--- src/rtl/fetch_ctrl.sv ---
// fetch_ctrl: RV32IF fetch sequencer with PC, imem handshake and redirect.
// Ports: clk/rst, redirect_*, stall_in, mem_* (req/addr/ready/rdata), if_*.
//
// Purpose
//   Owns the fetch PC and runs a req/ready handshake to a variable-latency
//   instruction memory. Fetched words are presented to decode on if_* with
//   a valid/stall handshake. Redirects from execute flush fetch and discard
//   any wrong-path request still in flight.
//
// Port summary
//   clk, rst             clock (rising edge), async active-high reset
//   redirect_valid/pc    taken branch/jal/jalr target from execute
//   stall_in             decode cannot accept if_* this cycle
//   mem_req/mem_addr     instruction memory request and address
//   mem_ready/mem_rdata  memory completion and instruction word
//   if_valid/pc/instr    instruction presented to decode
module fetch_ctrl #(
    parameter logic [31:0] RESET_PC = 32'h0000_0000
) (
    input  logic        clk,
    input  logic        rst,
    input  logic        redirect_valid,
    input  logic [31:0] redirect_pc,
    input  logic        stall_in,
    output logic        mem_req,
    output logic [31:0] mem_addr,
    input  logic        mem_ready,
    input  logic [31:0] mem_rdata,
    output logic        if_valid,
    output logic [31:0] if_pc,
    output logic [31:0] if_instr
);

    typedef enum logic [1:0] {
        BOOT,
        FETCH,
        BUSY,
        DRAIN
    } state_e;

    state_e      state_q, state_d;
    logic [31:0] pc_q, pc_d;
    logic [31:0] addr_q, addr_d;
    logic        ifv_q, ifv_d;
    logic [31:0] ifpc_q, ifpc_d;
    logic [31:0] ifins_q, ifins_d;
    logic        skv_q, skv_d;
    logic [31:0] skpc_q, skpc_d;
    logic [31:0] skins_q, skins_d;

    logic out_free;
    logic consume;
    logic arrive;
    logic pend;

    // Redirect targets are word aligned; the low bits are dropped.
    logic unused_rpc_lo;
    assign unused_rpc_lo = ^redirect_pc[1:0];

    always_ff @(posedge clk or posedge rst) begin
        if (rst) begin
            state_q <= BOOT;
            pc_q    <= RESET_PC;
            addr_q  <= RESET_PC;
            ifv_q   <= 1'b0;
            ifpc_q  <= 32'h0;
            ifins_q <= 32'h0;
            skv_q   <= 1'b0;
            skpc_q  <= 32'h0;
            skins_q <= 32'h0;
        end else begin
            state_q <= state_d;
            pc_q    <= pc_d;
            addr_q  <= addr_d;
            ifv_q   <= ifv_d;
            ifpc_q  <= ifpc_d;
            ifins_q <= ifins_d;
            skv_q   <= skv_d;
            skpc_q  <= skpc_d;
            skins_q <= skins_d;
        end
    end

    always_comb begin
        state_d  = state_q;
        pc_d     = pc_q;
        addr_d   = addr_q;
        ifv_d    = ifv_q;
        ifpc_d   = ifpc_q;
        ifins_d  = ifins_q;
        skv_d    = skv_q;
        skpc_d   = skpc_q;
        skins_d  = skins_q;
        mem_req  = 1'b0;
        mem_addr = pc_q;

        out_free = !ifv_q || !stall_in;
        consume  = ifv_q && !stall_in;

        unique case (state_q)
            BOOT: begin
                mem_req  = 1'b0;
                mem_addr = pc_q;
            end
            FETCH: begin
                mem_req  = out_free && !skv_q;
                mem_addr = pc_q;
            end
            BUSY, DRAIN: begin
                mem_req  = 1'b1;
                mem_addr = addr_q;
            end
            default: begin
                mem_req  = 1'b0;
                mem_addr = pc_q;
            end
        endcase

        // Correct-path data arriving this cycle (DRAIN data is dropped).
        arrive = mem_req && mem_ready
                 && ((state_q == FETCH) || (state_q == BUSY));
        pend   = mem_req && !mem_ready;

        if (redirect_valid) begin
            pc_d  = {redirect_pc[31:2], 2'b00};
            ifv_d = 1'b0;
            skv_d = 1'b0;
            if (pend) begin
                state_d = DRAIN;
                // Entering from FETCH: capture the address still on the bus.
                if (state_q == FETCH) begin
                    addr_d = pc_q;
                end
            end else begin
                state_d = FETCH;
            end
        end else begin
            if (arrive) begin
                pc_d = pc_q + 32'd4;
            end

            if (skv_q) begin
                if (consume) begin
                    ifv_d   = 1'b1;
                    ifpc_d  = skpc_q;
                    ifins_d = skins_q;
                    skv_d   = 1'b0;
                end
            end else if (arrive) begin
                if (out_free) begin
                    ifv_d   = 1'b1;
                    ifpc_d  = mem_addr;
                    ifins_d = mem_rdata;
                end else begin
                    skv_d   = 1'b1;
                    skpc_d  = mem_addr;
                    skins_d = mem_rdata;
                end
            end else if (consume) begin
                ifv_d = 1'b0;
            end

            unique case (state_q)
                BOOT: begin
                    state_d = FETCH;
                end
                FETCH: begin
                    if (pend) begin
                        state_d = BUSY;
                        addr_d  = pc_q;
                    end
                end
                BUSY, DRAIN: begin
                    if (mem_ready) begin
                        state_d = FETCH;
                    end
                end
                default: begin
                    state_d = FETCH;
                end
            endcase
        end
    end

    assign if_valid = ifv_q;
    assign if_pc    = ifpc_q;
    assign if_instr = ifins_q;

endmodule
--- config.mk ---
export PLATFORM = sky130hd
export DESIGN_NAME = fetch_ctrl
export DESIGN_NICKNAME = d
export VERILOG_FILES = /design/src/rtl/fetch_ctrl.sv
export SDC_FILE = /design/constraint.sdc
export NUM_CORES = 1
export LEC_CHECK = 0
export ABC_AREA = 1
export CELL_PAD_IN_SITES_DETAIL_PLACEMENT = 1
export CELL_PAD_IN_SITES_GLOBAL_PLACEMENT = 2
export CORE_UTILIZATION = 32
export CTS_CLUSTER_DIAMETER = 150
export DETAILED_ROUTE_END_ITERATION = 16
export PLACE_DENSITY = 0.83
export SYNTH_ARGS = -nofsm -noshare
export SYNTH_HDL_FRONTEND = slang
export SYNTH_SLANG_ARGS = --single-unit
--- constraint.sdc ---
create_clock -name clk -period 15.35 [get_ports clk]
set_clock_uncertainty 0.1 [all_clocks]
set_input_delay 1.535 -clock clk [delete_from_list [all_inputs] [get_ports clk]]
set_output_delay 1.535 -clock clk [all_outputs]
set_load 0.02 [all_outputs]
# [After elaboration in Yosys (flattened, before gate mapping)]
# Cells that the tools add are included.
[word_totals] regBits=196 latch_bits=0 mem_bits_rw=0 mem_bits_ro=0 input_bits=69 output_inout_bits=98 wordCells=77 memories=0
[op_classes] n_addsub=1 mul=0 div=0 n_lt_le_gt_ge=0 eq_ne=8 n_shift=0 muxes=33 bitwise=3 n_reduce_logical=23
[ops] op="32-bit 2-to-1 mux" n=15
[ops] op="32-bit one-hot mux with 2 select lines" n=1
[ops] op="32-bit by 3-bit adder with 32-bit output, second input constant" n=1
[ops] op="1-bit 2-to-1 mux" n=11
[ops] op="2-bit 2-to-1 mux" n=4
[ops] op="4-bit AND reduction" n=2
[ops] op="3-bit inequality test, second input constant" n=2
[ops] op="2-bit one-hot mux with 3 select lines" n=1
[ops] op="2-bit nonzero test" n=3
[ops] op="1-bit logical AND" n=5
[ops] op="2-bit == test, second input constant" n=2
[ops] op="1-bit logical NOT" n=4
[ops] op="4-bit inequality test, second input constant" n=1
[ops] op="2-bit AND reduction" n=2
[ops] op="2-bit OR reduction" n=2
[ops] op="3-bit by 2-bit inequality test with 1-bit output, second input constant" n=1
[ops] op="1-bit NOT" n=3
[ops] op="1-bit one-hot mux with 3 select lines" n=1
[ops] op="3-bit AND reduction" n=1
[ops] op="3-bit nonzero test" n=1
[ops] op="2-bit by 1-bit == test with 1-bit output, second input constant" n=1
[ops] op="2-bit logical NOT" n=1
[ops] op="1-bit logical OR" n=2
[ops] op="2-bit by 1-bit inequality test with 1-bit output, second input constant" n=1

# [Logic depth before layout (Yosys ltp)]
[depth] ltp_word=9 depth_mapped=11 mapped_depth_nobuf=10

# [Worst setup path after synthesis]
# OpenSTA, ideal clock, no wires.
[synth_timing] kind="in2out" start="input stall_in" end="output mem_req" arrival_ps=2107 required_ps=13715 setup_slack_ps=11608 path_stages=3 n_path_buf=0 cell_sequence="nand2_1 -> nand3_1 -> a21oi_1"
[synth_via] elab_chain_cells=4
[synth_lines] element="start, declared" line="24" source="input logic stall_in,"
[synth_lines] element="1-bit logical NOT" line="97" source="out_free = !ifv_q || !stall_in;"
[synth_lines] element="1-bit logical OR" line="97"
[synth_lines] element="1-bit logical AND" line="106" source="mem_req = out_free && !skv_q;"
[synth_lines] element="1-bit one-hot mux with 3 select lines" line="100" source="unique case (state_q)"
[synth_lines] element="end, declared" line="25" source="output logic mem_req,"
# Every way passes these cells.

# [Final worst setup path]
# Ends and elaborated chain as after synthesis.

==> results.sh <==
export IMPL_period_minus_slack_ps=4740
export IMPL_cts_max_level=4
export IMPL_syn_area_per_cell_um2=7.279
export IMPL_slew_violations=0
export IMPL_synthTopCellsByArea="dfrtp_1 (49%), nand2_1 (23%), o21ai_0 (5.4%)"
export IMPL_synth_area_leader_cell="dfrtp_1"
export IMPL_r2r_end="skins_q[30]"
export IMPL_ant_nets=0
export IMPL_worst_slew_pin_slew_ps=1110
export IMPL_outcome="finished with violations"
export IMPL_die_w_um=175.2
export IMPL_synth_cell_types=30
export IMPL_drc=2
export IMPL_ys_flop_type="dfrtp_1"
export IMPL_hold_depth=2
export IMPL_maxCapViolCount=0
export IMPL_grt_first_pass_wirelength_mm=48.51
export IMPL_post_cts_buffers=0
export IMPL_dpl_cell_area_um2=11430
export IMPL_critical_path_class="in2out"
export IMPL_grt_use_total_pct=19.95
export IMPL_endpoint_kind="output pin"
export IMPL_via_per_inst=4.871
export IMPL_initialDrtViolationCount=491
export IMPL_die_h_um=175.2
export IMPL_synth_edff_count=0
export IMPL_initial_utilization_pct=32.48
export IMPL_cts_resized=0
export IMPL_avgRoutedWirePerCell_um=16.12
export IMPL_pin_count=167
export IMPL_cp_start_kind="input port"
export IMPL_dieArea_um2=30700
export IMPL_yosys_top_cells_count="nand2_1 (577), dfrtp_1 (188), inv_1 (104), o21ai_0 (103), nand3_1 (82)"
export IMPL_num_vias=8909
export IMPL_fin_nets=1500
export IMPL_syn_inst=1319
export IMPL_setup_tns_ps=0
export IMPL_fin_ws_ps=10610
export IMPL_hold_path_class="reg2reg"
export IMPL_drtPass1Iterations=11
export IMPL_cp_max_fo=4
export IMPL_numCtsBuffers=17
export IMPL_violations="DRC"
export IMPL_io_buffer_count=160
export IMPL_slew_headroom_pct=25.80
export IMPL_cp_required_ps=13720
export IMPL_clkTransAtPathRegs_ps=80
export IMPL_postLayoutCellArea_um2=12040
export IMPL_clockRootBuffer="clkbuf_16"
export IMPL_place_gp_congestion=0.8029
export IMPL_clock_latency_ps=440
export IMPL_async_flop_share_pct=100.0
export IMPL_insertedDiodeCount=0
export IMPL_grt_ovfl_total=0
export IMPL_fillCellCount=3630
export IMPL_p_leak_nw=5.853
export IMPL_clock_path_buffers=2
export IMPL_netlist_area_leader_share_pct=49.00
export IMPL_clkSinkCount=188
export IMPL_row_count=63
export IMPL_worstHoldStart="if_pc[10]"
export IMPL_dpl_hpwl_mm=19.39
export IMPL_r2r_cells=9
export IMPL_layout_cells_non_filler=1829
export IMPL_synth_seq_cells=188
export IMPL_drt_wl_total_mm=29.48
export IMPL_area_growth_pct=25.41
export IMPL_yosysSeqAreaShare_pct=49.00
export IMPL_drive_above_1_share_pct=4.170
export IMPL_power_density_nw_per_um2=202.7
export IMPL_rrSetupSlack_ps=12290
export IMPL_syn_cell_area_um2=9600
export IMPL_arrival_ps=3100
export IMPL_yosys_warnings=0
export IMPL_ir_drop_uv=111.1
export IMPL_core_um2=29560
export IMPL_grt_antenna_before_repair=0
export IMPL_grt_pass1_vias=8966
export IMPL_hold_path_end="if_pc[10]"
export IMPL_ctsHoldBuffers=0
export IMPL_synth_most_common_cell="nand2_1"
export IMPL_rsz0062_at_grt="no"
export IMPL_regToRegStartpoint="state_q[0]"
export IMPL_fin_crit_sh_pct=30.88
export IMPL_grt_max_degree=114
export IMPL_hold_viol_final=0
export IMPL_dp_cells=1797
export IMPL_fmax_mhz=211.0
export IMPL_cts_tree="built"
export IMPL_dp_slack_ps=10610
export IMPL_setup_violations=0
-- metal layers --
metal	GRT usage (%)	vias up	share of wire, %
met2	32.95	133	47
li1	-	4408	-
met5	0	-	0
met1	27.59	4340	49
met3	2.285	28	2.7
met4	5.326	0	1.4
-- placed cells by master, fill, tap and decap left out, types with 3 or more instances in the layout --
cell	n
buf_4	10
clkbuf_16	17
clkdlybuf4s50_1	160
clkinv_8	5
conb_1	4
dfrtp_1	187
ha_1	5
inv_1	103
inv_2	3
inv_6	4
inv_8	5
nand2_1	576
nand3_1	82
nand3b_1	6
nand4_1	65
nor2_1	42
nor2_4	3
o211ai_1	4
o21ai_0	103
o21ai_1	30
o21bai_1	3
or2_2	3
xor2_1	3
-- sequential cells by signal, summed over array words and instances (netlist names) --
register,cells
pc_q,30
if_pc,30
if_valid,1
state_q,2
addr_q,30
skins_q,32
if_instr,32
skpc_q,30
skv_q,1
-- final cells by class --
cell class / instances / area, µm² / share of cell area [%]
inverter: 107 / 409.1 / 3.398
clock buffer: 17 / 425.4 / 3.533
tap: 390 / 488.0 / 4.053
timing repair buffer: 170 / 1677 / 13.92
clock inverter: 15 / 185.2 / 1.538
multi-input combinational: 942 / 4150 / 34.47
sequential: 188 / 4706 / 39.08
-- stage by stage --
stage	utilization, %	hold WS [ps]	total power, W
after floorplan	-	341.7	0.001497
after global placement	38.67	353.0	0.001971
after detailed placement	38.67	357.1	0.002005
after CTS	40.73	376.4	0.002473
after global routing	40.73	398.9	0.002631
final	40.73	372.7	0.002441
-- power by group --
part / internal (W) / switching [W] / total (W)
logic: 0.000419 / 0.000718 / 0.00114
registers: 0.000697 / 0.000145 / 0.000842
clock network: 0.000223 / 0.000238 / 0.000461
-- critical path: stages --
cell and delay [ps]:
clkdlybuf4s50_1 400, nand2_1 170, nand3_1 140, a21oi_1 230, clkdlybuf4s50_1 640
-- worst max-delay path by stage --
stage | startpoint | to | slack, ps | depth (start not counted)
after CTS | stall_in | mem_req | 10600 | 5
after floorplan | rst | addr_q[10] | 8600 | 1
after detailed placement | stall_in | mem_req | 10610 | 5
after global placement | stall_in | mem_req | 10610 | 5
final | stall_in | mem_req | 10610 | 5
after global routing | stall_in | mem_req | 10490 | 5
-- kinds of logic (layout without fill, tap and decap cells) --
logic type / count (synthesis) / in the layout / synth area share (%)
compound gates: 144 / 144 / 7.728
xor+xnor: 4 / 4 / 0.3650
fa+ha+maj: 5 / 5 / 0.6516
buf+inv: 192 / 309 / 8.132
flops: 188 / 188 / 49.00
other cells: 1 / 4 / 0.03906
simple gates: 785 / 785 / 34.08
Power figures use the tool's default switching activity.
